<file path="src/rtl/ym3438_ch_accum.sv">
`default_nettype none
// ============================================================================
// Module   : ym3438_ch_accum
// Purpose  : Per-channel operator output accumulator with output saturation.
//            Optional channel-6 DAC override: YM3438_CH_ACCUM_DAC_EN.
// Revision : 1.0  initial release
// ============================================================================
module ym3438_ch_accum #(
    parameter int OP_W  = 14,
    parameter int ACC_W = 17,
    parameter int OUT_W = 14
) (
    input  logic                    MCLK,
    input  logic                    reset,
    input  logic                    c1,
    input  logic                    fsm_sel0,
    input  logic                    alg_out,
    input  logic signed [OP_W-1:0]  op_out,
    input  logic                    dac_en,
    input  logic [8:0]              dac_data,
    output logic                    ch_out_valid,
    output logic [2:0]              ch_out_idx,
    output logic [OUT_W-1:0]        ch_out_data,
    output logic                    frame_done
);

    localparam logic [4:0] c_LAST_SLOT = 5'd23;
    localparam logic [2:0] c_LAST_CH   = 3'd5;
    localparam logic [1:0] c_GRP_OP4   = 2'd0;
    localparam logic [1:0] c_GRP_OP1   = 2'd1;
    localparam logic signed [ACC_W-1:0] c_OUT_MAX =
        {{(ACC_W-OUT_W+1){1'b0}}, {(OUT_W-1){1'b1}}};
    localparam logic signed [ACC_W-1:0] c_OUT_MIN =
        {{(ACC_W-OUT_W+1){1'b1}}, {(OUT_W-1){1'b0}}};

    // Slot counter plus a channel/group pair tracked alongside it so the
    // mod-6 / div-6 decode never needs a divider.
    logic [4:0]              r_slot;
    logic [2:0]              r_ch;
    logic [1:0]              r_grp;
    logic signed [ACC_W-1:0] r_acc [6];
    logic [5:0]              r_primed;

    logic                    r_valid;
    logic [2:0]              r_idx;
    logic [OUT_W-1:0]        r_data;
    logic                    r_frame_done;

    logic [4:0]              w_slot;
    logic [2:0]              w_ch;
    logic [1:0]              w_grp;
    logic [4:0]              w_slot_next;
    logic [2:0]              w_ch_next;
    logic [1:0]              w_grp_next;
    logic signed [ACC_W-1:0] w_term;
    logic signed [ACC_W-1:0] w_sum;
    logic [OUT_W-1:0]        w_clamped;
    logic                    w_dac_sel;
    logic [OUT_W-1:0]        w_final;
    logic                    w_emit;

    // A slot-0 marker overrides the counter for the strobe it arrives on.
    assign w_slot = fsm_sel0 ? 5'd0 : r_slot;
    assign w_ch   = fsm_sel0 ? 3'd0 : r_ch;
    assign w_grp  = fsm_sel0 ? 2'd0 : r_grp;

    assign w_slot_next = (w_slot == c_LAST_SLOT) ? 5'd0 : w_slot + 5'd1;
    assign w_ch_next   = (w_ch == c_LAST_CH) ? 3'd0 : w_ch + 3'd1;
    assign w_grp_next  = (w_ch == c_LAST_CH) ? w_grp + 2'd1 : w_grp;

    assign w_term = alg_out ? {{(ACC_W-OP_W){op_out[OP_W-1]}}, op_out}
                            : {ACC_W{1'b0}};
    assign w_sum  = r_acc[w_ch] + w_term;

    always_comb begin
        w_clamped = w_sum[OUT_W-1:0];
        if (w_sum > c_OUT_MAX) begin
            w_clamped = c_OUT_MAX[OUT_W-1:0];
        end else if (w_sum < c_OUT_MIN) begin
            w_clamped = c_OUT_MIN[OUT_W-1:0];
        end
    end

`ifdef YM3438_CH_ACCUM_DAC_EN
    // Offset-binary to two's complement is a flip of the MSB.
    logic [13:0]      w_dac_word;
    logic [OUT_W-1:0] w_dac_out;

    assign w_dac_word = {~dac_data[8], dac_data[7:0], 5'b0};
    assign w_dac_sel  = dac_en && (w_ch == c_LAST_CH);

    generate
        if (OUT_W > 14) begin : g_dac_ext
            assign w_dac_out = {{(OUT_W-14){w_dac_word[13]}}, w_dac_word};
        end else if (OUT_W == 14) begin : g_dac_eq
            assign w_dac_out = w_dac_word;
        end else begin : g_dac_trunc
            assign w_dac_out = w_dac_word[OUT_W-1:0];
        end
    endgenerate

    assign w_final = w_dac_sel ? w_dac_out : w_clamped;
`else
    logic w_unused_dac;

    assign w_unused_dac = ^{dac_en, dac_data};
    assign w_dac_sel    = 1'b0;
    assign w_final      = w_clamped;
`endif

    assign w_emit = (w_grp == c_GRP_OP4) && (r_primed[w_ch] || w_dac_sel);

    always_ff @(posedge MCLK or posedge reset) begin
        if (reset) begin
            r_slot       <= 5'd0;
            r_ch         <= 3'd0;
            r_grp        <= 2'd0;
            r_primed     <= 6'd0;
            for (int i = 0; i < 6; i++) begin
                r_acc[i] <= {ACC_W{1'b0}};
            end
            r_valid      <= 1'b0;
            r_idx        <= 3'd0;
            r_data       <= {OUT_W{1'b0}};
            r_frame_done <= 1'b0;
        end else begin
            r_valid      <= 1'b0;
            r_frame_done <= 1'b0;
            if (c1) begin
                r_slot <= w_slot_next;
                r_ch   <= w_ch_next;
                r_grp  <= w_grp_next;
                if (w_grp == c_GRP_OP1) begin
                    r_acc[w_ch]    <= w_term;
                    r_primed[w_ch] <= 1'b1;
                end else if (w_grp != c_GRP_OP4) begin
                    r_acc[w_ch] <= w_sum;
                end else if (w_emit) begin
                    r_valid      <= 1'b1;
                    r_idx        <= w_ch;
                    r_data       <= w_final;
                    r_frame_done <= (w_ch == c_LAST_CH);
                end
            end
        end
    end

    assign ch_out_valid = r_valid;
    assign ch_out_idx   = r_idx;
    assign ch_out_data  = r_data;
    assign frame_done   = r_frame_done;

endmodule
`default_nettype wire

</file>
<file path="config.mk">
export PLATFORM = sky130hd
export DESIGN_NAME = ym3438_ch_accum
export DESIGN_NICKNAME = d
export VERILOG_FILES = /design/src/rtl/ym3438_ch_accum.sv
export SDC_FILE = /design/constraint.sdc
export NUM_CORES = 1
export LEC_CHECK = 0
export ABC_AREA = 1
export CORE_UTILIZATION = 54
export DETAILED_ROUTE_END_ITERATION = 12
export GPL_ROUTABILITY_DRIVEN = 0
export PLACE_DENSITY_LB_ADDON = 0.25
export RECOVER_POWER = 50
export SETUP_SLACK_MARGIN = 0.02
export SYNTH_ARGS = -nofsm -noshare
export SYNTH_HDL_FRONTEND = slang
export SYNTH_SLANG_ARGS = --single-unit
export TNS_END_PERCENT = 100
</file>
<file path="constraint.sdc">
create_clock -name MCLK -period 4.1 [get_ports MCLK]
set_clock_uncertainty 0.2 [all_clocks]
set_input_delay 0.41 -clock MCLK [delete_from_list [all_inputs] [get_ports MCLK]]
set_output_delay 0.41 -clock MCLK [all_outputs]
set_load 0.01 [all_outputs]
</file>
## Yosys cells after proc, flatten, opt, wreduce, memory -nomap -nowiden

Index checks and enable logic that the tools add are counted.
Widths: inputs -> output; s select.

- Register bits: 132
- Bits in latches: 0
- RAM bits: 0
- Bits in read-only memories: 0
- Memories kept: 0

- $add $sub $neg: 3
- $mul: 0
- Div/mod/pow operators: 0
- Order comparisons: 6
- Equal/unequal tests: 2
- Shifts and indexed selects: 0
- Mux-type cells: 28
- Bitwise logic cells: 4
- Reductions and logical operators: 9

Operator list:

| cell | count |
|---|---|
| $bwmux 102 | 2 |
| $mux 102 | 2 |
| $mux 17 | 4 |
| $bmux 17 s3 | 1 |
| $demux 17 s3 | 1 |
| $mux 14 | 2 |
| $add 17x17->17 | 1 |
| $gt 17x14->1 const B | 1 |
| $lt 17x14->1 const B | 1 |
| $mux 1 | 10 |
| $mux 3 | 2 |
| $or 6x6->6 | 1 |
| $ge 4x4->1 const B | 1 |
| $lt 3x4->1 const B | 1 |
| $lt 4x1->1 const B | 1 |
| $mux 2 | 2 |
| $not 3->4 | 1 |
| $reduce_and 2->1 | 2 |
| $reduce_and 4->1 | 1 |
| $reduce_bool 2->1 | 2 |
| $add 3x1->3 const B | 1 |
| $bmux 1 s3 | 1 |
| $demux 1 s3 | 1 |
| $eq 3x3->1 const B | 1 |
| 6 further kinds | 9 |

## Depth between registers and ports, before layout

Gate-level depths: netlist of the first run.

- Word-level depth: 9
- Depth in mapped cells: 25

## Worst setup path before layout of the first run

Ideal clock, no wire load.

- Kind: input to register
- Start: in fsm_sel0
- End: reg r_data[10], in the netlist ch_out_data[10]
- Setup time: 0.126 ns
- Arrival time: 3.161 ns
- Data required time: 3.774 ns
- Setup slack: 0.613 ns
- Cell stages on the path: 23
- Path buffers: 4
- Path through: inv_2 > nand2_1 > buf_2 > clkbuf_1 > clkbuf_1 > nor2_1 > o21ai_0 > ha_1 > inv_1 > fa_1 > inv_1 > nand2_1 > nand2_1 > nand3_1 > nand2_1 > nand2_1 > nand2_1 > nand2_1 > nand2_1 > nand3_1 > a21oi_1 > buf_2 > a21oi_1

- Longest elaborated chain between the ends: 9
- Elaborated cells between the ends (all ways): 20

Ends and longest elaborated chain:

| item | RTL line | source |
|---|---|---|
| start: declaration | 16 | `input logic fsm_sel0,` |
| $mux 3 | 64 | `assign w_ch = fsm_sel0 ? 3'd0 : r_ch;` |
| $not 3->4 (implied by the code) | 73 | `assign w_sum = r_acc[w_ch] + w_term;` |
| $bmux 17 s3 | 73 |  |
| $mux 17 (implied by the code) (2 in series) | 73 |  |
| $add 17x17->17 | 73 |  |
| $lt 17x14->1 | 79 | `end else if (w_sum < c_OUT_MIN) begin` |
| $mux 14 | 79 |  |
| $mux 14 | 77 | `if (w_sum > c_OUT_MAX) begin` |
| end signal: assignment | 124 | `r_data <= {OUT_W{1'b0}};` |
| end signal: assignment | 141 | `r_data <= w_final;` |
| end: declaration | 46 | `logic [OUT_W-1:0] r_data;` |

Parallel ways exist; a longest one is shown, timed or not. The select of a mux whose other input is x is not followed.
A chain may end at the register's enable or synchronous reset.

## Worst setup path in the final report of the first run

- Start: in fsm_sel0
- End: reg r_acc[8] in the netlist's numbering

- Longest elaborated chain between the ends: 9
- Elaborated cells between the ends (all ways): 20

Ends and longest elaborated chain:

| item | RTL line | source |
|---|---|---|
| $mux 3 | 64 |  |
| $not 3->4 (implied by the code) | 73, 134, 137 |  |
| $bmux 17 s3 (tied with other cells) | 73 |  |
| $mux 17 (implied by the code) or $logic_and 1x1->1 (tied branches) | 73, 134, 137 |  |
| $mux 17, on equally long branches | 73, 134, 137 |  |
| $add 17x17->17 or $demux 17 s3 (tied branches) | 73, 134, 137 |  |
| $bwmux 102 | 137 | `r_acc[w_ch] <= w_sum;` |
| $mux 102 | 136 | `end else if (w_grp != c_GRP_OP4) begin` |
| $mux 102 | 133 | `if (w_grp == c_GRP_OP1) begin` |
| end signal: indexed assignment | 120 | `r_acc[i] <= {ACC_W{1'b0}};` |
| end signal: indexed assignment | 134 | `r_acc[w_ch] <= w_term;` |
| end signal: indexed assignment | 137 |  |
| end: declaration | 41 | `logic signed [ACC_W-1:0] r_acc [6];` |

Parallel ways exist; a longest one is shown, timed or not. The select of a mux whose other input is x is not followed.

==> impl_metrics.json, run 1 <==
{
  "root_buffer": "clkbuf_16",
  "p_int_mw": 3.82,
  "setup_tns_ns": 0,
  "min_path_type": "input port to async pin",
  "drt_pass1_iterations": 5,
  "pwr-share-comb": 0.372,
  "slew_violations": 130,
  "cts_buffers": 17,
  "peakVddDrop_v": 0.000324,
  "insertion_delay_ns": 0.43,
  "dpl_cell_area_um2": 8210,
  "clock-sinks": 132,
  "pin_count": 48,
  "grt_usage": 0.299,
  "grt_pass1_vias": 6509,
  "synth_common_cells": "nand2_1, dfrtp_1, inv_1",
  "cp-end-kind": "flop",
  "worst-setup-path-type": "input port to flop",
  "synth_most_common_cell": "nand2_1",
  "yosysUniqueCellTypes": 35,
  "finalPower_mw": 5.96,
  "switching_power_mw": 2.14,
  "htreeDepth": 4,
  "yosysTopAreaCellShare": 0.447,
  "rsz0062_at_grt": "false",
  "vias": 6818,
  "wirelength_mm": 20.0,
  "nets": 1115,
  "seq_area_frac_synth": 0.447,
  "overflow": 0,
  "wl_per_cell_um": 15.9,
  "critPathMostFrequentCell": "nand2_1",
  "ys_ff_latch": 132,
  "layout_min_cycle_time_ns": 3.78,
  "timing.critical_path.slowest_cell_delay_ns": 0.63,
  "tightestPinTransition_ns": 2.28,
  "dp_hpwl_mm": 14.0,
  "setup_violations": 0,
  "whs_ns": 0.146,
  "portBuffers": 37,
  "dieHeight_um": 119,
  "antenna_found_initial": 0,
  "die_area_um2": 14200,
  "start_kind": "input port",
  "swShare": 0.360,
  "rows": 42,
  "avgSynthCellArea_um2": 7.36,
  "yosysWarnings": 0,
  "core_um2": 13300,
  "ctsResizeCount": 0,
  "crit_start": "fsm_sel0",
  "worstPathArrival_ns": 3.94,
  "max_slew_margin": -0.517,
  "grt_max_degree": 93,
  "period_share": 0.923,
  "dp_cells": 1223,
  "start_util": 0.556,
  "hold_viol": 0,
  "regArea_um2": 3300,
  "seqPwrFrac": 0.340,
  "path_cells": "clkdlybuf4s50_1 -> inv_2 -> nand2_1 -> buf_4 -> inv_1 -> nor2_1 -> a32oi_1 -> buf_4 -> fa_1 -> inv_1 -> nand2_1 -> nand2_1 -> nand3_1 -> nand2_1 -> xor2_1 -> o21ai_0 -> nand2_1 -> nand2_1",
  "antenna_left": 0,
  "hold_buffers": 0,
  "fin_ws_ns": 0.317,
  "cp_max_fo": 10,
  "clkSlewWorstSetupHoldPaths_ns": 0.06,
  "postCtsSetupRepairBufs": 0,
  "fin_cells": 1255,
  "synthTopCellsByArea": "dfrtp_1, nand2_1, o21ai_0",
  "p_leak_nw": 4.45,
  "nFillCells": 1130,
  "drv_cap": 2,
  "synth-async-reset-ratio": 1.00,
  "clockBufferDepth": 2,
  "layout-drive-gt1-share": 0.0945,
  "violations": "max-capacitance violations, max-slew violations",
  "clockPowerShare": 0.288,
  "synth_cells": 1004,
  "post-route-drc-count": 0,
  "synthFlopType": "dfrtp_1",
  "yosysTopAreaCell": "dfrtp_1",
  "cp.required_ns": 4.26,
  "syn_area_um2": 7390,
  "status": "complete, but fails checks",
  "first_iter_violations": 509,
  "fin_util": 0.666,
  "synth_edf_count": 0,
  "syn_nets": 1053,
  "multi_input_area_um2": 3390,
  "insertedDiodeCount": 0,
  "power_density_nw_per_um2": 673,
  "fmaxAchievable_ghz": 0.264,
  "cts_tree": "yes",
  "final_area_um2": 8850,
  "reg2reg_from": "r_ch[2]",
  "fp.dieW_um": 119,
  "drt-vias-per-instance": 5.43,
  "pre_cts_ws_ns": -0.0238,
  "slowest_stage": "o21ai_0",
  "area_growth_pct": 19.8,
  "grt_pass1_wl_mm": 32.3
}
==> path summary, 6_finish.rpt <==
| path | endpoint | slack (ns) | cells past startpoint |
|---|---|---|---|
| min in group MCLK | r_primed[1] | 0.26 | 2 |
| max in group asynchronous | r_ch[2] | 1.10 | 3 |
| hold / removal | r_acc[54] | 0.15 | 2 |
| hold reg to reg | r_primed[1] | 0.26 | 2 |
| setup reg to reg | r_acc[8] | 0.44 | 16 |
| setup / recovery | r_acc[8] | 0.32 | 18 |
==> layer usage <==
metal | part of all wire | GRT usage
met5 | 0 | 0
met4 | 0.028 | 0.129
met3 | 0.067 | 0.0670
met2 | 0.47 | 0.485
met1 | 0.44 | 0.383
==> power groups by stage <==
stage               Clock [mW]  Sequential (mW)  Combinational (mW)
floorplan                    0             2.03                1.40
global placement             0             2.02                2.14
detailed placement           0             2.04                2.18
CTS                       1.73             2.02                2.22
global route              1.78             2.08                2.47
finish                    1.71             2.03                2.22
==> sequential cells by signal, summed over array words and instances (netlist names) <==
signal and cells:
r_ch 3, ch_out_data 14, r_acc 102, r_primed 6, ch_out_idx 3, ch_out_valid 1, frame_done 1, r_grp 2
==> cell families (layout without fill, tap and decap cells) <==
| family | after synthesis | count (layout) | share of synthesized area |
|---|---|---|---|
| buffers and inverters | 180 | 255 | 0.0943 |
| DFF | 132 | 132 | 0.447 |
| adders and majority gates | 20 | 20 | 0.0349 |
| and+or+nand+nor | 422 | 422 | 0.231 |
| xor gates and xnor gates | 12 | 12 | 0.0142 |
| AOI/OAI and AO/OA | 238 | 238 | 0.178 |
==> worst max-delay path, delay by kind of cell <==
kind | cells | cell delay [ns]
simple gates | 8 | 0.94
xor+xnor | 1 | 0.13
fa+ha+maj | 1 | 0.41
compound gates | 2 | 0.76
buf+inv | 6 | 1.28
==> layout make-up <==
type                    instances  area share
multi-input cells             692       0.383
flip-flops and latches        132       0.373
repair buffers                 80      0.0833
inverters                     143      0.0608
clock buffers                  18      0.0485
clock inverters                14      0.0264
well taps                     176      0.0249
==> cell usage in the layout (no fill, tap or decap), drive strengths merged <==
master and instances:
o22ai 8, fa 1, dlygate4sd3 8, a32oi 1, bufinv 6, o211ai 10, o21a 1, nand3 30
a21oi 55, inv 139, a2bb2oi 5, clkinv 10, o21bai 4, dfrtp 132, a22oi 12, buf 41
o2111ai 5, nor3 4, a31oi 4, o32ai 1, clkbuf 20, o21ai 132, nor2 81, and2 1
or2 13, clkdlybuf4s50 29, xor2 6, clkinvlp 2, ha 19, nand2 293, xnor2 6
Power figures use the tool's default switching activity.
==> run 2: changes to the inputs <==
--- a/config.mk
+++ b/config.mk
@@ -12,6 +12,7 @@
 export PLACE_DENSITY_LB_ADDON = 0.25
 export RECOVER_POWER = 50
 export SETUP_SLACK_MARGIN = 0.02
+export SKIP_LAST_GASP = 1
 export SYNTH_ARGS = -nofsm -noshare
 export SYNTH_HDL_FRONTEND = slang
 export SYNTH_SLANG_ARGS = --single-unit
==> results of run 2 <==
The final DEF is identical to that of run 1; final timing and power are the same.
==> run 3: changes to the inputs <==
--- a/config.mk
+++ b/config.mk
@@ -12,6 +12,7 @@
 export PLACE_DENSITY_LB_ADDON = 0.25
 export RECOVER_POWER = 50
 export SETUP_SLACK_MARGIN = 0.02
+export SKIP_CTS_REPAIR_TIMING = 1
 export SKIP_LAST_GASP = 1
 export SYNTH_ARGS = -nofsm -noshare
 export SYNTH_HDL_FRONTEND = slang
==> results of run 3 <==
The final DEF is identical to that of run 1; final timing and power are the same.
